===== src/rtl/seq_restoring_divider_if.sv =====
// Request/response bundle for the sequential restoring divider.
// master = requester/consumer side, slave = divider side.
interface seq_restoring_divider_if #(
  parameter int WIDTH = 4
);
  logic             in_valid;
  logic             in_ready;
  logic [WIDTH-1:0] dividend;
  logic [WIDTH-1:0] divisor;
  logic             out_valid;
  logic             out_ready;
  logic [WIDTH-1:0] quotient;
  logic [WIDTH-1:0] remainder;
  logic             div_by_zero;

  modport master (
    output in_valid, dividend, divisor, out_ready,
    input  in_ready, out_valid, quotient, remainder, div_by_zero
  );

  modport slave (
    input  in_valid, dividend, divisor, out_ready,
    output in_ready, out_valid, quotient, remainder, div_by_zero
  );
endinterface


===== src/rtl/seq_restoring_divider.sv =====
// Multi-cycle restoring divider: one trial subtraction per clock, MSB first.
// Define DIV_SIGNED_EN for two's-complement operands (magnitude core + sign fix-up).
module seq_restoring_divider #(
  parameter int WIDTH = 4
) (
  input  logic                 clk,
  input  logic                 rst_n,
  seq_restoring_divider_if.slave bus
);
  localparam int CW = (WIDTH > 2) ? $clog2(WIDTH) : 1;

  typedef enum logic [1:0] {IDLE, CALC, DONE} state_t;

  state_t           state, state_nxt;
  logic [WIDTH-1:0] num, den, rem, quo;
  logic [CW-1:0]    cnt;
  logic             fin;
  logic [WIDTH-1:0] res_q, res_r;
  logic             res_z;
  logic             accept, release_hs;
  logic [WIDTH:0]   shifted, trial;
  logic [WIDTH-1:0] a_mag, b_mag, q_fix, r_fix;

  assign accept     = bus.in_valid && bus.in_ready;
  assign release_hs = bus.out_valid && bus.out_ready;
  assign shifted    = {rem, num[cnt]};
  assign trial      = shifted - {1'b0, den};

`ifdef DIV_SIGNED_EN
  logic neg_q, neg_r;

  assign a_mag = bus.dividend[WIDTH-1] ? -bus.dividend : bus.dividend;
  assign b_mag = bus.divisor[WIDTH-1]  ? -bus.divisor  : bus.divisor;
  // Remainder follows the dividend sign, so truncation is toward zero.
  assign q_fix = neg_q ? -quo : quo;
  assign r_fix = neg_r ? -rem : rem;

  always_ff @(posedge clk or negedge rst_n) begin
    if (!rst_n) begin
      neg_q <= 1'b0;
      neg_r <= 1'b0;
    end else if (state == IDLE && accept) begin
      neg_q <= bus.dividend[WIDTH-1] ^ bus.divisor[WIDTH-1];
      neg_r <= bus.dividend[WIDTH-1];
    end
  end
`else
  assign a_mag = bus.dividend;
  assign b_mag = bus.divisor;
  assign q_fix = quo;
  assign r_fix = rem;
`endif

  always_ff @(posedge clk or negedge rst_n) begin
    if (!rst_n) state <= IDLE;
    else        state <= state_nxt;
  end

  always_comb begin
    state_nxt = state;
    case (state)
      IDLE:    if (accept) state_nxt = (bus.divisor == '0) ? DONE : CALC;
      CALC:    if (fin) state_nxt = DONE;
      DONE:    if (release_hs) state_nxt = IDLE;
      default: state_nxt = IDLE;
    endcase
  end

  always_comb begin
    bus.in_ready  = (state == IDLE);
    bus.out_valid = (state == DONE);
  end

  assign bus.quotient    = res_q;
  assign bus.remainder   = res_r;
  assign bus.div_by_zero = res_z;

  // fin marks the extra edge that loads (and sign-fixes) the result registers.
  always_ff @(posedge clk or negedge rst_n) begin
    if (!rst_n) begin
      num   <= '0;
      den   <= '0;
      rem   <= '0;
      quo   <= '0;
      cnt   <= '0;
      fin   <= 1'b0;
      res_q <= '0;
      res_r <= '0;
      res_z <= 1'b0;
    end else begin
      case (state)
        IDLE: if (accept) begin
          if (bus.divisor == '0) begin
            res_q <= '1;
            res_r <= bus.dividend;
            res_z <= 1'b1;
          end else begin
            num <= a_mag;
            den <= b_mag;
            rem <= '0;
            cnt <= CW'(WIDTH-1);
            fin <= 1'b0;
          end
        end
        CALC: begin
          if (fin) begin
            res_q <= q_fix;
            res_r <= r_fix;
            res_z <= 1'b0;
          end else begin
            rem <= trial[WIDTH] ? shifted[WIDTH-1:0] : trial[WIDTH-1:0];
            quo <= {quo[WIDTH-2:0], ~trial[WIDTH]};
            if (cnt == '0) fin <= 1'b1;
            else           cnt <= cnt - 1'b1;
          end
        end
        default: ;
      endcase
    end
  end
endmodule

===== src/flat_wrapper.sv =====
// flat-port wrapper written by rule: the top's interface ports become plain ports
module seq_restoring_divider_flat 
#(
  parameter int WIDTH = 4
)
  (clk, rst_n, bus_in_valid, bus_dividend, bus_divisor, bus_out_ready, bus_in_ready, bus_out_valid, bus_quotient, bus_remainder, bus_div_by_zero);
  seq_restoring_divider_if #(.WIDTH(WIDTH)) bus_i ();
  input  logic clk;
  input  logic rst_n;
  input wire logic [$bits(bus_i.in_valid)-1:0] bus_in_valid;
  input wire logic [$bits(bus_i.dividend)-1:0] bus_dividend;
  input wire logic [$bits(bus_i.divisor)-1:0] bus_divisor;
  input wire logic [$bits(bus_i.out_ready)-1:0] bus_out_ready;
  output wire logic [$bits(bus_i.in_ready)-1:0] bus_in_ready;
  output wire logic [$bits(bus_i.out_valid)-1:0] bus_out_valid;
  output wire logic [$bits(bus_i.quotient)-1:0] bus_quotient;
  output wire logic [$bits(bus_i.remainder)-1:0] bus_remainder;
  output wire logic [$bits(bus_i.div_by_zero)-1:0] bus_div_by_zero;
  assign bus_i.in_valid = bus_in_valid;
  assign bus_i.dividend = bus_dividend;
  assign bus_i.divisor = bus_divisor;
  assign bus_i.out_ready = bus_out_ready;
  assign bus_in_ready = bus_i.in_ready;
  assign bus_out_valid = bus_i.out_valid;
  assign bus_quotient = bus_i.quotient;
  assign bus_remainder = bus_i.remainder;
  assign bus_div_by_zero = bus_i.div_by_zero;
  seq_restoring_divider #(.WIDTH(WIDTH)) u_core (.clk(clk), .rst_n(rst_n), .bus(bus_i));
endmodule

===== config.mk =====
export PLATFORM = sky130hd
export DESIGN_NAME = seq_restoring_divider_flat
export DESIGN_NICKNAME = d
export VERILOG_FILES = /design/src/rtl/seq_restoring_divider_if.sv /design/src/rtl/seq_restoring_divider.sv /design/src/flat_wrapper.sv
export SDC_FILE = /design/constraint.sdc
export NUM_CORES = 1
export LEC_CHECK = 0
export ABC_AREA = 1
export CORE_ASPECT_RATIO = 1.5
export CORE_UTILIZATION = 57
export CTS_CLUSTER_DIAMETER = 50
export DETAILED_ROUTE_END_ITERATION = 10
export GPL_TIMING_DRIVEN = 0
export PLACE_DENSITY = 0.83
export SLEW_MARGIN = 30
export SYNTH_ARGS = -nofsm -noshare
export SYNTH_HDL_FRONTEND = slang
export SYNTH_SLANG_ARGS = --single-unit

===== constraint.sdc =====
create_clock -name clk -period 4.8 [get_ports clk]
set_clock_uncertainty 0.15 [all_clocks]
set_input_delay 1.44 -clock clk [delete_from_list [all_inputs] [get_ports clk]]
set_output_delay 1.44 -clock clk [all_outputs]
set_load 0.02 [all_outputs]

Word level (Yosys, flattened, before mapping):

Cells that the tools add are included.

* logic and storage cells: 72
* register bits: 30

* muxes and demuxes: 34
* $lt $le $gt $ge: 1
* equal/unequal tests: 9
* reductions and logical operators: 13
* add/subtract/negate cells: 2
* bitwise gates (word level): 3

Operators by type and width (count)
* 4-bit two-way mux: 10
* 4-bit case mux with 2 select lines: 3
* 2-bit two-way mux: 8
* 2-bit inequality test (second input constant): 6
* 3-bit AND reduction: 3
* 1-bit two-way mux: 8
* 4-bit AND reduction: 2
* 2-bit case mux with 3 select lines: 1
* 5-bit AND reduction: 1
* 5-bit by 4-bit subtractor with 5-bit output: 1
* 2-bit zero test: 2
* 4-bit zero test: 1
* 1-bit case mux with 2 select lines: 2
* 2-bit case mux with 2 select lines: 1
* 2-bit by 3-bit < comparator with 1-bit output (second input constant): 1
* 1-bit inverter: 3
* 1-bit binary-select mux with 2-bit select: 1
* 2-bit by 1-bit == test with 1-bit output (second input constant): 1
* 2-bit == test (second input constant): 1
* 1-bit logical AND: 2
* 2-bit by 1-bit inequality test with 1-bit output (second input constant): 1
* 2-bit AND reduction: 1
* 2-bit nonzero test: 1
* 2-bit by 1-bit subtractor with 2-bit output (second input constant): 1

Logic depth before layout (Yosys ltp):

* word-level depth: 6
* gate-level depth with buffers: 15
* depth with buffers taken out: 15

Least setup slack after synthesis:

Ideal clock, no wire load.

* path kind: input-to-reg
* start point: input bus_divisor[2]
* end point: register u_core.rem[0], in the netlist u_core.r_fix[0]
* required time: 4585 ps
* data arrival time: 2247 ps
* cell stages on the path: 6
* path slack: 2338 ps
* path buffers: 1
* path through: inv_2 > nand4_1 > nand2_1 > buf_2 > nand3_1 > nand2_1

* longest elaborated chain between the ends: 3

Ends and longest elaborated chain
* start: declaration: line flat_wrapper.sv:12 `input wire logic [$bits(bus_i.divisor)-1:0] bus_divisor;`
* 4-bit zero test: line seq_restoring_divider.sv:93 `if (bus.divisor == '0) begin`
* 2-bit inequality test (no source line)
* 4-bit AND reduction (no source line)
* end signal: assignment: line seq_restoring_divider.sv:111 `rem <= trial[WIDTH] ? shifted[WIDTH-1:0] : trial[WIDTH-1:0];`
* end: declaration: line seq_restoring_divider.sv:15 `logic [WIDTH-1:0] num, den, rem, quo;`

No other way between the ends.
A chain may end at the register's enable or synchronous reset.

Worst setup path in the final report:

* start point: register u_core.state[1]
* end point: output bus_out_valid

* longest elaborated chain between the ends: 1

Ends and longest elaborated chain
* start: declaration: line seq_restoring_divider.sv:14 `state_t state, state_nxt;`
* start signal: assignment: line seq_restoring_divider.sv:56 `else state <= state_nxt;`
* 2-bit == test: line seq_restoring_divider.sv:71 `bus.out_valid = (state == DONE);`
* end: declaration: line flat_wrapper.sv:15 `output wire logic [$bits(bus_i.out_valid)-1:0] bus_out_valid;`

No other way between the ends.

==> results.py <==
metrics = {
    "status": {
        "outcome": "finished, final reports clean",
    },
    "finish": {
        "final_cells": 254,
        "fillers": 203,
        "syn_to_final_growth_pct": 20.8,
        "n_antenna_cell": 0,
        "layout-drive-gt1-share_pct": 9.63,
        "fin_nets": 235,
    },
    "critical_path": {
        "path_class": "reg -> out",
        "cp_num_buf_inv": 2,
        "cp-end-kind": "output pin",
        "startpoint_type": "flop",
        "worstRegToRegCells": 13,
        "required_ns": 3.21,
        "critical_path.cell_chain": "inv_1 -> nor2_1 -> clkdlybuf4s50_1",
        "r2r_setup_slack_ns": 2.45,
        "r2r-end": "u_core.r_fix[2]",
        "r2r_start": "u_core.cnt[0]",
        "crit_fanout": 5,
        "max_stage_delay_ns": 0.61,
        "crit_family": "buffers and inverters",
        "cpMaxStageDelayCell": "clkdlybuf4s50_1",
        "worstPathArrival_ns": 1.59,
    },
    "sta": {
        "fin_crit_sh_pct": 66.3,
        "setup_viol": 0,
        "rsz0062_at_grt": "false",
        "slew_headroom_pct": 56.6,
        "fmax_ghz": 0.314,
        "hold_viol": 0,
        "maxSlewViolCount": 0,
        "final.min_clock_period_ns": 3.18,
        "tns_ns": 0,
        "holdWs_ns": 0.331,
        "worstMarginPinSlew_ns": 0.651,
    },
    "floorplanning": {
        "io_pins": 23,
        "die_height_um": 65.7,
        "initial_utilization_pct": 61.5,
        "die_w_um": 44.5,
        "design.core.area_um2": 2500,
        "rows": 22,
        "die-area_um2": 2920,
    },
    "clocking": {
        "cts_setup_buffers": 0,
        "hold_buffers": 0,
        "cts.repair.resized": 0,
        "htreeDepth": 2,
        "clk_pin_slew_ns": 0.10,
        "clkLatencyLatePin_ns": 0.32,
        "cts-buffers-inserted": 5,
        "ctsRootBufferMaster": "clkbuf_4",
        "cts_tree": "yes",
        "clockBufferDepth": 2,
        "cts_sinks": 30,
    },
    "routing": {
        "top_layer": "met4",
        "met3_length_um": 140,
        "routed_via_density": 5.22,
        "dr.pass1.iters": 4,
        "dr_wl_met2_um": 1630,
        "wl_per_cell_um": 12.4,
        "post-route-drc-count": 0,
        "routed_wl_um": 3160,
        "ant_nets": 0,
        "vias": 1327,
        "drt_iter0_drc": 62,
        "wl_met1_um": 1300,
    },
    "synth": {
        "synth_compound_area_share_pct": 9.42,
        "synth.largest_area_cell": "dfrtp_1",
        "synth-main-ff-cell": "dfrtp_1",
        "avgSynthCellArea_um2": 8.20,
        "yosys_warnings": 0,
        "synth_top_area_share_pct": 48.7,
        "syn_nets": 206,
        "synthCells": 188,
        "synth_cell_types": 25,
        "seq_area_frac_synth_pct": 48.7,
        "post_synth_mux_area_share_pct": 0,
        "ys_seq_elements": 30,
        "synth_top_family_by_area": "simple AND/OR/NAND/NOR gates",
        "yosys.area_share.simple_pct": 28.4,
        "synth-edff-count": 0,
        "synth_area_um2": 1540,
        "netlist_top_cells_count": "59 x nand2_1, 30 x dfrtp_1, 22 x nand3_1",
        "async_flop_share_pct": 100,
        "synth.area.top_cells": "dfrtp_1 49%, nand2_1 14%, nand3_1 7.1%",
        "synth-xor-area-share_pct": 0.568,
        "synthAdderAreaFrac_pct": 5.36,
        "yosysMostFrequentCell": "nand2_1",
    },
    "place": {
        "placed_cells_incl_taps": 246,
        "dpl.hpwl_um": 2500,
        "place_congestion": 0.919,
        "port-buffer-count": 22,
    },
    "global_routing": {
        "antenna_found_initial": 0,
        "first_global_vias": 1301,
        "grt_pass1_wl_um": 5510,
        "gr-total-overflow": 0,
        "gr-usage-all-layers_pct": 26.1,
        "grt_max_degree": 31,
    },
    "hold_path": {
        "min_from": "u_core.num[1]",
        "hold_depth": 2,
        "min_path_type": "reg -> reg",
        "hold_end": "u_core.num[1]",
    },
    "power": {
        "total_power_mw": 1.38,
        "ir_drop_uv": 464,
        "p_leak_nw": 0.942,
        "powerDensity_nw_per_um2": 744,
    },
    "run": {
        "drv_cap": 0,
    },
}
[logic make-up (layout without fill, tap and decap cells)]
kind of cell,count (synthesis),after routing
AND/OR/NAND/NOR,95,95
flip-flops,30,30
AO/OA/AOI/OAI,28,28
buffers and inverters,28,58
adder cells (fa/ha/maj),6,6
XOR/XNOR,1,1
[final cells by class]
cell class / instances / area, um^2 / area share, %
plain buffers: 3 / 20.0 / 1.08
inverters: 25 / 96.3 / 5.17
multi-input cells: 130 / 674 / 36.2
flip-flops and latches: 30 / 751 / 40.3
clock buffers: 7 / 55.1 / 2.96
repair buffers: 22 / 215 / 11.6
clock inverters: 1 / 5.00 / 0.269
well taps: 36 / 45.0 / 2.42
[worst max path at each step]
stage | startpoint | end | slack (ns) | cells past startpoint
after floorplan | bus_divisor[2] | u_core.r_fix[0] | 2.34 | 6
after global placement | bus_divisor[2] | u_core.r_fix[0] | 1.68 | 7
after detailed placement | bus_in_valid | u_core.r_fix[0] | 1.60 | 7
after CTS | u_core.state[1] | bus_out_valid | 1.63 | 3
after global routing | u_core.state[1] | bus_out_valid | 1.50 | 3
final | u_core.state[1] | bus_out_valid | 1.62 | 3
[worst register-to-register path, delay by kind of cell, from the launching register on]
| kind | cells | cell delay [ns] |
|---|---|---|
| adder cells (fa/ha/maj) | 2 | 0.59 |
| buffers and inverters | 2 | 0.16 |
| flip-flops | 1 | 0.41 |
| AND/OR/NAND/NOR | 8 | 0.87 |
| AO/OA/AOI/OAI | 1 | 0.06 |
[layer usage]
layer | track usage, % | vias to the layer above
met1 | 28.6 | 616
li1 | - | 664
met2 | 46.0 | 37
met4 | 11.4 | 0
met5 | 0 | -
met3 | 6.32 | 10
[power breakdown]
part | internal, mW | switching (mW)
logic | 0.310 | 0.463
registers | 0.372 | 0.0846
clock network | 0.0709 | 0.0844
[registers in the layout, summed over array words and instances (netlist names)]
register / cells
u_core.bus.quotient: 4
u_core.bus.remainder: 4
u_core.den: 4
u_core.num: 4
u_core.q_fix: 4
u_core.r_fix: 4
u_core.cnt: 2
u_core.state: 2
u_core.bus.div_by_zero: 1
u_core.fin: 1
[layout by cell type (no fill, tap or decap), drive strengths merged]
cell type,instances
clkbuf,8
nand2,60
a21oi,3
nand4,1
clkinv,2
xnor2,1
fa,1
a22oi,1
nor3,1
o31ai,1
nor2,10
dfrtp,30
inv,24
ha,5
o21ai,23
clkdlybuf4s50,21
nand3,23
buf,3
[stage by stage]
step                cell area [um^2]  util [%]  setup WS, ns
global placement                1810      72.1          1.68
global route                    1860      74.3          1.50
CTS                             1860      74.3          1.63
detailed placement              1800      71.9          1.60
floorplan                       1540         -          2.34
finish                          1860      74.3          1.62
No activity file was read; power rests on OpenSTA's default activity.
